### config.mk
export PLATFORM = sky130hd
export DESIGN_NAME = audio_pcm_decimator
export DESIGN_NICKNAME = d
export VERILOG_FILES = /design/src/rtl/audio_pcm_decimator.sv
export SDC_FILE = /design/constraint.sdc
export NUM_CORES = 1
export LEC_CHECK = 0
export CAP_MARGIN = 20
export CORE_MARGIN = 10
export CORE_UTILIZATION = 54
export DETAILED_ROUTE_END_ITERATION = 10
export GPL_ROUTABILITY_DRIVEN = 0
export PLACE_DENSITY = 0.77
export REMOVE_ABC_BUFFERS = 1
export SLEW_MARGIN = 20
export SYNTH_ARGS = -nofsm -noshare
export SYNTH_HDL_FRONTEND = slang
export SYNTH_SLANG_ARGS = --single-unit
### constraint.sdc
create_clock -name clk -period 3.14 [get_ports clk]
set_clock_uncertainty 0.1 [all_clocks]
set_input_delay 0.628 -clock clk [delete_from_list [all_inputs] [get_ports clk]]
set_output_delay 0.628 -clock clk [all_outputs]
set_load 0.05 [all_outputs]
### src/rtl/audio_pcm_decimator.sv
// Stereo boxcar decimator: averages 2^DECIM_LOG2 ock-rate samples
// per channel and queues each decimated pair in a small FIFO.
module audio_pcm_decimator #(
  parameter int DW         = 32,
  parameter int DECIM_LOG2 = 4,
  parameter int FIFO_AW    = 2
) (
  input  logic              clk,
  input  logic              rstn,
  input  logic              ock,
  input  logic              en,
  input  logic [DW-1:0]     din_l,
  input  logic [DW-1:0]     din_r,
  output logic [DW-1:0]     dout_l,
  output logic [DW-1:0]     dout_r,
  output logic              valid,
  input  logic              ready,
  output logic [FIFO_AW:0]  level,
  output logic              ovf
);

  localparam int AW    = DW + DECIM_LOG2;
  localparam int DEPTH = 1 << FIFO_AW;

  logic                  s1;
  logic                  s2;
  logic                  s3;
  logic                  ock_rise;

  logic [AW-1:0]         acc_l;
  logic [AW-1:0]         acc_r;
  logic [AW-1:0]         sum_l;
  logic [AW-1:0]         sum_r;
  logic [DECIM_LOG2-1:0] cnt;
  logic                  last;
  logic                  push;

  logic [DW-1:0]         mem_l [DEPTH];
  logic [DW-1:0]         mem_r [DEPTH];
  logic [FIFO_AW:0]      wp;
  logic [FIFO_AW:0]      rp;
  logic                  empty;
  logic                  full;
  logic                  pop;
  logic                  do_push;

  // Bring ock into clk domain and keep one history flop for edge detect
  always_ff @(posedge clk or negedge rstn) begin
    if (!rstn) begin
      s1 <= 1'b0;
      s2 <= 1'b0;
      s3 <= 1'b0;
    end else begin
      s1 <= ock;
      s2 <= s1;
      s3 <= s2;
    end
  end

  assign ock_rise = s2 & ~s3;

  assign sum_l = acc_l + {{DECIM_LOG2{1'b0}}, din_l};
  assign sum_r = acc_r + {{DECIM_LOG2{1'b0}}, din_r};
  assign last  = (cnt == {DECIM_LOG2{1'b1}});
  assign push  = ock_rise & en & last;

  assign empty = (wp == rp);
  assign full  = (wp[FIFO_AW] != rp[FIFO_AW]) &&
                 (wp[FIFO_AW-1:0] == rp[FIFO_AW-1:0]);
  assign valid = ~empty;
  assign pop   = valid & ready;

  // A full FIFO still accepts a pair when the head leaves the same cycle
  assign do_push = push & (~full | pop);
  assign level   = wp - rp;

  assign dout_l = mem_l[rp[FIFO_AW-1:0]];
  assign dout_r = mem_r[rp[FIFO_AW-1:0]];

  // Per-channel accumulation and block phase counter
  always_ff @(posedge clk or negedge rstn) begin
    if (!rstn) begin
      acc_l <= '0;
      acc_r <= '0;
      cnt   <= '0;
    end else if (!en) begin
      acc_l <= '0;
      acc_r <= '0;
      cnt   <= '0;
    end else if (ock_rise) begin
      cnt <= cnt + 1'b1;
      if (last) begin
        acc_l <= '0;
        acc_r <= '0;
      end else begin
        acc_l <= sum_l;
        acc_r <= sum_r;
      end
    end
  end

  // Sticky overflow: a finished pair found no room
  always_ff @(posedge clk or negedge rstn) begin
    if (!rstn) begin
      ovf <= 1'b0;
    end else if (!en) begin
      ovf <= 1'b0;
    end else if (push && full && !pop) begin
      ovf <= 1'b1;
    end
  end

  // FIFO pointers
  always_ff @(posedge clk or negedge rstn) begin
    if (!rstn) begin
      wp <= '0;
      rp <= '0;
    end else begin
      if (do_push) wp <= wp + 1'b1;
      if (pop)     rp <= rp + 1'b1;
    end
  end

  // FIFO storage, cleared so the head reads 0 after reset
  always_ff @(posedge clk or negedge rstn) begin
    if (!rstn) begin
      for (int i = 0; i < DEPTH; i++) begin
        mem_l[i] <= '0;
        mem_r[i] <= '0;
      end
    end else if (do_push) begin
      mem_l[wp[FIFO_AW-1:0]] <= sum_l[AW-1:DECIM_LOG2];
      mem_r[wp[FIFO_AW-1:0]] <= sum_r[AW-1:DECIM_LOG2];
    end
  end

endmodule

* Word-level counts from Yosys, hierarchy flattened
Cells that the tools add are included.
** Operators by class
- Bitwise operators :: 11
- Reduce and logical (&&, ||, !) cells :: 5
- Eq/ne operators :: 6
- Multiplexer cells :: 20
- Magnitude comparators :: 3
- $add $sub $neg :: 6
** Operator list (number)
- 128-bit bitwise mux :: 2
- 36-bit 2-to-1 mux :: 6
- 32-bit 2-to-1 mux :: 5
- 32-bit binary-select mux with 2-bit select :: 2
- 36-bit by 32-bit adder with 36-bit output :: 2
- 32-bit demux with 2-bit select :: 1
- 4-bit 2-to-1 mux :: 2
- 3-bit by 1-bit adder with 3-bit output (second input constant) :: 2
- 3-bit greater-or-equal comparator (second input constant) :: 2
- 2-bit NOT with 3-bit output :: 2
- 1-bit AND :: 5
- 4-bit by 1-bit adder with 4-bit output (second input constant) :: 1
- 4-bit == test (second input constant) :: 1
- 1-bit logical AND :: 4
- 2-bit by 1-bit inequality test with 1-bit output (second input constant) :: 2
- 3-bit == test :: 1
- 3-bit by 1-bit < comparator with 1-bit output (second input constant) :: 1
- 1-bit NOT :: 3
- 3-bit subtractor :: 1
- 2-bit == test :: 1
- 1-bit 2-to-1 mux :: 2
- 1-bit logical NOT :: 1
- 1-bit inequality test :: 1
- 1-bit OR :: 1
** Word-level totals
- Register bits :: 342
- Bits of input ports :: 69

* Depth between registers and ports, before layout
Gate-level depths: netlist of run 1.
- Word-level depth :: 8
- Mapped depth :: 14

* Least setup slack after synthesis of run 1
No wires, ideal clock.
- Path kind :: input-to-reg
- Start point :: input din_l[16]
- End point :: register acc_l[23]
- Required time :: 2916 ps
- Cell stages on the path :: 9
- Buffers on the path :: 1
- Slack :: 40 ps
- Arrival time :: 2876 ps
- Cell sequence :: ha_1 a21oi_2 o21ai_1 or4_4 o211a_1 or3_1 buf_6 mux2_4 a211o_1
** Between the ends
- Cells in the longest elaborated chain, start to end :: 4
** Ends and longest elaborated chain
- start, declared :: line 12 : input logic [DW-1:0] din_l,
- 36-bit by 32-bit adder with 36-bit output :: line 62 : assign sum_l = acc_l + {{DECIM_LOG2{1'b0}}, din_l};
- 36-bit 2-to-1 mux :: line 92 : if (last) begin
- 36-bit 2-to-1 mux :: line 90 : end else if (ock_rise) begin
- 36-bit 2-to-1 mux :: line 86 : end else if (!en) begin
- end signal, assigned :: line 96 : acc_l <= sum_l;
- end, declared :: line 30 : logic [AW-1:0] acc_l;
Every way passes these cells. The select of a mux whose other input is x is not followed.
A chain may end at the register's enable or synchronous reset.

* Worst setup path after layout of run 1
- Start point :: register rp[0]
- End point :: output dout_l[14]
** Between the ends
- Cells in the longest elaborated chain, start to end :: 4
** Ends and longest elaborated chain
- start, declared :: line 41 : logic [FIFO_AW:0] rp;
- start signal, assigned :: line 120 : if (pop) rp <= rp + 1'b1;
- 2-bit NOT with 3-bit output (not written as such) :: line 77 : assign dout_l = mem_l[rp[FIFO_AW-1:0]];
- 32-bit binary-select mux with 2-bit select :: line 77
- 32-bit 2-to-1 mux (not written as such) (2 in a row) :: line 77
- end, declared :: line 14 : output logic [DW-1:0] dout_l,
Every way passes these cells. The select of a mux whose other input is x is not followed.

==> results.md, run 1 <==
* Vias per cell at just under 6
* Worst hold path class: primary input to async pin
* Final setup TNS at 0 ns
* IO Pins at 138
* Worst path top cell family by delay: buffers and inverters
* Status: complete, but fails checks
* Tightest Pin Transition at 0.657 ns
* GR Util All Layers at a little under a quarter
* Yosys warns at 0
* Worst Path Buf+Inv at 2
* Cts hold-fix bufs at 0
* Crit-path max FO at 32
* Flops & latches, synth at 342
* GRT overflow at 0
* Initial Utilization at a little over half
* Core area at around 33000 µm²
* Finished Layout Cells at between 2000 and 3000
* Ys async rst share at 100%
* Worst hold slack at -0.0325 ns
* Share of cells above drive strength 1 at 22.5%
* CTS tree: built
* Synth top area share at 47.1%
* Fin. Hold Viols at 5
* Die width at roughly 200 µm
* Area contributors post-synth: dfrtp_1 47%, o21ai_0 9.0%, mux4_2 7.9%, nand2_1 7.6%, ha_1 5.0%
* Fillers at between 2000 and 3000
* Most common cell after layout, fill and taps aside: nand2_1
* CP max stage delay at between 0.6 and 0.7 ns
* Nets@finish at between 2000 and 2500
* Met3 wire len at ~3000 µm
* Buffers on Ports at ~140
* Clk slew on worst S/H paths at about 0.060 ns
* Initial antenna violation count at 1
* H-tree levels at 2
* Distinct cells, synth at 71
* Drt initial violations at between 900 and 1000
* Fmax at 0.326 GHz
* Rows at 67
* Residual DRC at 0
* DR vias at between 15000 and 20000
* Failing checks: hold timing
* Buffer depth of the longest clock path at 3
* Total Routed Length at between 40000 and 50000 µm
* Commonest cells after routing, fill and taps aside: 362 x nand2_1, 340 x dfrtp_1, 322 x o21ai_0, 293 x buf_4, 87 x a21oi_1
* WP data required at around 2.4 ns
* DR WL/cell at roughly 18 µm
* Crit share post-route at a little over nine tenths
* Post-DP HPWL at around 34000 µm
* Root buffer cell: clkbuf_16
* Yosys top cell by area: dfrtp_1
* Highest metal used: met4
* First-pass DRT Iterations at 5
* Cell Chain, Critical Path: buf_8 -> mux4_2 -> buf_4
* DIE HEIGHT at 203 µm
* Syn Area/Cell at between 9 and 10 µm²
* Synth-to-layout area growth at 27.0%
* CTS Sinks at roughly 340
* Max Cap Viol at 0
* Min cycle time layout at roughly 3.1 ns
* Max_slew headroom at around 56%
* Seq/Total Area, Yosys at a little under half
* Pre-CTS setup slack at -0.718 ns
* Global-route wire length before repair at ~80000 µm
* Element type at the critical path end: output pin
* RSZ-0062 raised after global routing: true
* Largest net degree at the start of global routing at 78
* Routed Antenna Nets at 0
* Number of synthesized flops with an enable pin at 0
* Crit path DAT at roughly 2.3 ns
* CP Launch Type: flop
* Post-Place Cells at ~2600
* Mapped Area at 18200 µm²
* PD cells at around 520 nW/µm²
* Worst-skew pair later-pin latency at 0.52 ns
* Met2 wire len at ~24000 µm
* Slowest CP cell: mux4_2
* Vias in the first global route at 15700
* Main synth FF type: dfrtp_1
* WL met1 at 20500 µm
* Cell count after synthesis at between 1500 and 2000
* Final setup viols at 0
* Leak pwr at 10.9 nW
* Final Worst Setup Slack at around 0.072 ns
* CTS Buf Count at 38
* Slew Limit Fails at 0
* Crit Path Category: flop to output pin
* Die ar. at 41400 µm²
* Pwr Total at roughly 12 mW
* Worst vdd ir at 0.422 mV
-- logic make-up (layout without fill, tap and decap cells) --
logic type | after synthesis | after routing | synth area share, %
compound gates | 573 | 573 | 18.3
xor+xnor | 62 | 62 | 2.99
fa+ha+maj | 75 | 75 | 5.29
buf+inv | 148 | 481 | 3.12
flops | 342 | 342 | 47.1
mux | 80 | 80 | 8.86
other cells | 0 | 1 | 0
simple gates | 596 | 596 | 14.4
-- layout make-up --
cell class / count / area, µm² / share of cell area [%]
multi-input combinational: 1386 / 9260 / 40.1
inverter: 26 / 97.6 / 0.423
tap: 448 / 561 / 2.43
clock inverter: 11 / 116 / 0.504
sequential: 342 / 8560 / 37.1
timing repair buffer: 385 / 3320 / 14.4
antenna: 1 / 2.50 / 0.0108
clock buffer: 59 / 1170 / 5.08
-- metal layers --
metal	track usage, %	vias up
met1	30.5	7541
met5	0	-
met2	39.9	462
met3	3.46	86
met4	6.21	0
li1	-	7297
-- path summary, 6_finish.rpt --
kind,from,end,slack [ns],cells after the start
max in group asynchronous,rstn,mem_l[89]$_DFFE_PN0P_,2.06,2
min,rstn,mem_r[101]$_DFFE_PN0P_,-0.03,1
max,rp[0]$_DFFE_PN0P_,dout_l[14],0.07,3
min in group clk,s2$_DFF_PN0_,s3$_DFF_PN0_,0.27,0
min reg2reg,s2$_DFF_PN0_,s3$_DFF_PN0_,0.27,0
max reg2reg,acc_l[8]$_DFFE_PN0P_,mem_l[84]$_DFFE_PN0P_,0.24,11
-- worst register-to-register path: stages (launching register included) --
cell	delay, ns
dfrtp_1	0.39
ha_1	0.35
buf_4	0.13
nand2_1	0.05
o21ai_0	0.35
a32oi_2	0.13
buf_4	0.17
a31oi_1	0.22
nand3_1	0.15
and3_1	0.23
xor2_1	0.33
o21ai_0	0.16
-- registers in the layout (all words and copies together), names as in the netlist --
signal,cells
s1,1
acc_l,36
ovf,1
acc_r,36
cnt,4
wp,3
mem_r,128
s3,1
rp,3
s2,1
mem_l,128
-- Yosys cell counts (26+ instances only) --
master	count
inv_1	26
nor2_1	65
ha_1	72
a21oi_1	90
mux4_2	64
a21o_1	35
o21ai_0	328
xnor2_1	37
nand2_1	366
clkbuf_1	107
dfrtp_1	342
nand3_1	32
-- what timing repair did --
action                     CTS  global route
buffers inserted             0             2
cloned                       0             0
pin swaps                    4            10
gates resized for setup      9            35
setup endpoints to repair   48           108
-- stage by stage --
step | area [µm²] | util (%)
finish | 23100 | 69.2
global route | 23100 | 69.2
CTS | 22900 | 68.7
detailed placement | 21600 | 64.8
global placement | 21600 | 64.8
floorplan | 17700 | -
-- where the power goes --
part	total, mW	internal, mW	switching, mW
logic	2.93	1.28	1.65
clock network	4.55	2.75	1.80
registers	4.62	4.51	0.111
Note: power is estimated with default switching activity, not from simulation.
==> run 2: changes to the inputs <==
Settings changed: CAP_MARGIN 20 to default, PLACE_DENSITY 0.77 to 0.8.
==> run 2 against run 1 <==
  * The run now ends clean
  * Power down 3.2%
  * Design area down 0.59%
  * Non-clock buffer count down 1
  * Critical path depth unchanged
  * First-iteration DRC count up 6.6%
  * Register-to-register slack worse by 0.04 ns
  * Final cell count down 0.49%
  * Maximum frequency down 0.29%
  * Highest routed layer unchanged
  * Global-route usage up 0.36 points
==> results.md, run 2 (synthesized netlist as in run 1, its figures left out) <==
* Min cycle time layout at 3.08 ns (+0.00895 ns)
* GRT overflow at 0 (unchanged)
* Final setup viols at 0 (unchanged)
* Most common cell after layout, fill and taps aside: nand2_1
* Drt initial violations at 1060 (+6.6%)
* WL met1 at 20800 µm (+1.4%)
* Top flop regs: mem_l: 128 flops, mem_r: 128 flops
* DR WL/cell at 18.5 µm (+1.4%)
* Crit share post-route at 98.0% (+0.29 points)
* Slowest CP cell: clkdlybuf4s50_1
* DIE HEIGHT at 203 µm (unchanged)
* Element type at the critical path end: output pin
* Crit-path max FO at 19 (-41%)
* Worst hold path class: primary input to async pin
* Root buffer cell: clkbuf_16
* Worst-skew pair later-pin latency at 0.52 ns (about the same)
* Pwr Total at 11.7 mW (-3.2%)
* Worst path top cell family by delay: buffers and inverters
* Cts hold-fix bufs at 0 (unchanged)
* N_diodes at 0 (-1)
* Crit path launch: rp[1]$_DFFE_PN0P_
* Worst vdd ir at 0.535 mV (+27%)
* R2R Path Start: acc_l[0]$_DFFE_PN0P_
* Crit Path Category: flop to output pin
* Slew Limit Fails at 0 (unchanged)
* Die ar. at 41400 µm² (unchanged)
* Met2 wire len at 24100 µm (+1.1%)
* Crit path to: dout_r[13]
* Max Cap Viol at 0 (unchanged)
* Synth-to-layout area growth at 26.3%
* Clk slew on worst S/H paths at 0.06 ns (about the same)
* Post-DP HPWL at 34700 µm (+0.75%)
* Status: finished clean
* WP data required at 2.41 ns (about the same)
* Crit path DAT at 2.35 ns (about the same)
* Nets@finish at 2321 (-0.086%)
* Fmax at 0.325 GHz (-0.29%)
* Vias in the first global route at 15900 (+1.0%)
* Global-route wire length before repair at 81100 µm (+1.6%)
* Buffer depth of the longest clock path at 3 (unchanged)
* Reg2Reg Depth at 13 (+2)
* Initial Utilization at 54.5% (unchanged)
* Highest metal used: met4
* CTS Sinks at 342 (unchanged)
* Commonest cells after routing, fill and taps aside: 362 x nand2_1, 340 x dfrtp_1, 316 x o21ai_0, 292 x buf_4, 84 x a21oi_1
* GR Util All Layers at 23.7% (+0.36 points)
* Core area at 33400 µm² (unchanged)
* Buffers on Ports at 137 (unchanged)
* PD cells at 510 nW/µm² (-2.7%)
* Die width at 203 µm (unchanged)
* CTS tree: built
* Met3 wire len at 2900 µm (-4.5%)
* H-tree levels at 2 (unchanged)
* Tightest Pin Transition at 0.849 ns (+0.192 ns)
* Fin. Hold Viols at 0 (-5)
* CP Launch Type: flop
* R2R setup slack at 0.20 ns (-0.04 ns)
* Leak pwr at 10.8 nW (-0.97%)
* Residual DRC at 0 (unchanged)
* Capture point of the worst reg-to-reg path: acc_l[28]$_DFFE_PN0P_
* Max_slew headroom at 43.4% (-13 points)
* Largest net degree at the start of global routing at 99 (+27%)
* IO Pins at 138 (unchanged)
* Share of cells above drive strength 1 at 22.6% (+0.032 points)
* Worst Path Buf+Inv at 2 (unchanged)
* Worst hold slack at 0.0777 ns (+0.110 ns)
* Total Routed Length at 48900 µm (+0.88%)
* Cell Chain, Critical Path: buf_4 -> mux4_2 -> clkdlybuf4s50_1
* Routed Antenna Nets at 0 (unchanged)
* Rows at 67 (unchanged)
* Vias per cell at 5.84 (+0.86%)
* Initial antenna violation count at 0 (-1)
* CTS Buf Count at 37 (-2.6%)
* DR vias at 15400 (+0.36%)
* CP max stage delay at 0.73 ns (+0.10 ns)
* Crit path depth at 3 (unchanged)
* First-pass DRT Iterations at 5 (unchanged)
## run 2: cell types whose count changed in the layout (fill, tap and decap cells not counted), moves of 3 or more
cell	change
xnor2_2	-4
o21ai_1	+4
xnor2_1	+4
a21oi_1	-3
o21ai_0	-6
clkinvlp_4	-3
clkbuf_16	-4
## run 2: worst min-delay path by stage
stage	from	endpoint
after floorplan	rstn	acc_l[0]$_DFFE_PN0P_
after global placement	s2$_DFF_PN0_	s3$_DFF_PN0_
after detailed placement	s2$_DFF_PN0_	s3$_DFF_PN0_
after CTS	rstn	mem_r[102]$_DFFE_PN0P_
after global routing	rstn	mem_r[97]$_DFFE_PN0P_
final	rstn	mem_r[102]$_DFFE_PN0P_
## run 2: area by class of cell
| class | instances | area, µm² |
|---|---|---|
| repair buffers | 384 | 3310 |
| clock inverters | 5 | 50.0 |
| inverters | 26 | 97.6 |
| fillers | 2511 | 10400 |
| well taps | 448 | 561 |
| multi-input cells | 1386 | 9290 |
| clock buffers | 54 | 1080 |
| flip-flops and latches | 342 | 8560 |
## run 2: layer usage
metal / vias up / global-route usage, %
met3: 89 / 4.16
met4: 0 / 6.26
met1: 7614 / 30.3
met2: 452 / 40.8
li1: 7287 / -
met5: - / 0
## run 2: where the power goes
group / switching, mW / leakage, nW / internal (mW)
combinational: 1.68 / 5.54 / 1.29
clock: 1.69 / 0.560 / 2.44
sequential: 0.0997 / 4.73 / 4.51
## run 2: what timing repair did
item	4_1_cts	5_1_grt
setup buffers	0	8
setup endpoints to repair	11	120
pin swaps	1	17
resized for setup	5	50
## run 2: metrics by stage
stage | setup WS, ns | instance area [µm²] | util [%] | cells | TNS (ns)
after global placement | -0.531 | 21600 | 64.7 | 2578 | -64.09
after floorplan | -3.63 | 17700 | - | 1754 | -908.13
after global routing | -0.0266 | 23000 | 68.8 | 2645 | -0.122
after CTS | 0.00489 | 22700 | 68.1 | 2637 | 0
final | 0.0631 | 23000 | 68.8 | 2645 | 0
after detailed placement | -0.639 | 21600 | 64.7 | 2578 | -76.24
==> run 3: changes to the inputs <==
Settings changed: ABC_CLOCK_PERIOD_IN_PS from default to 3140.
==> results of run 3 <==
No change in the layout: final DEF, timing and power equal those of run 2.
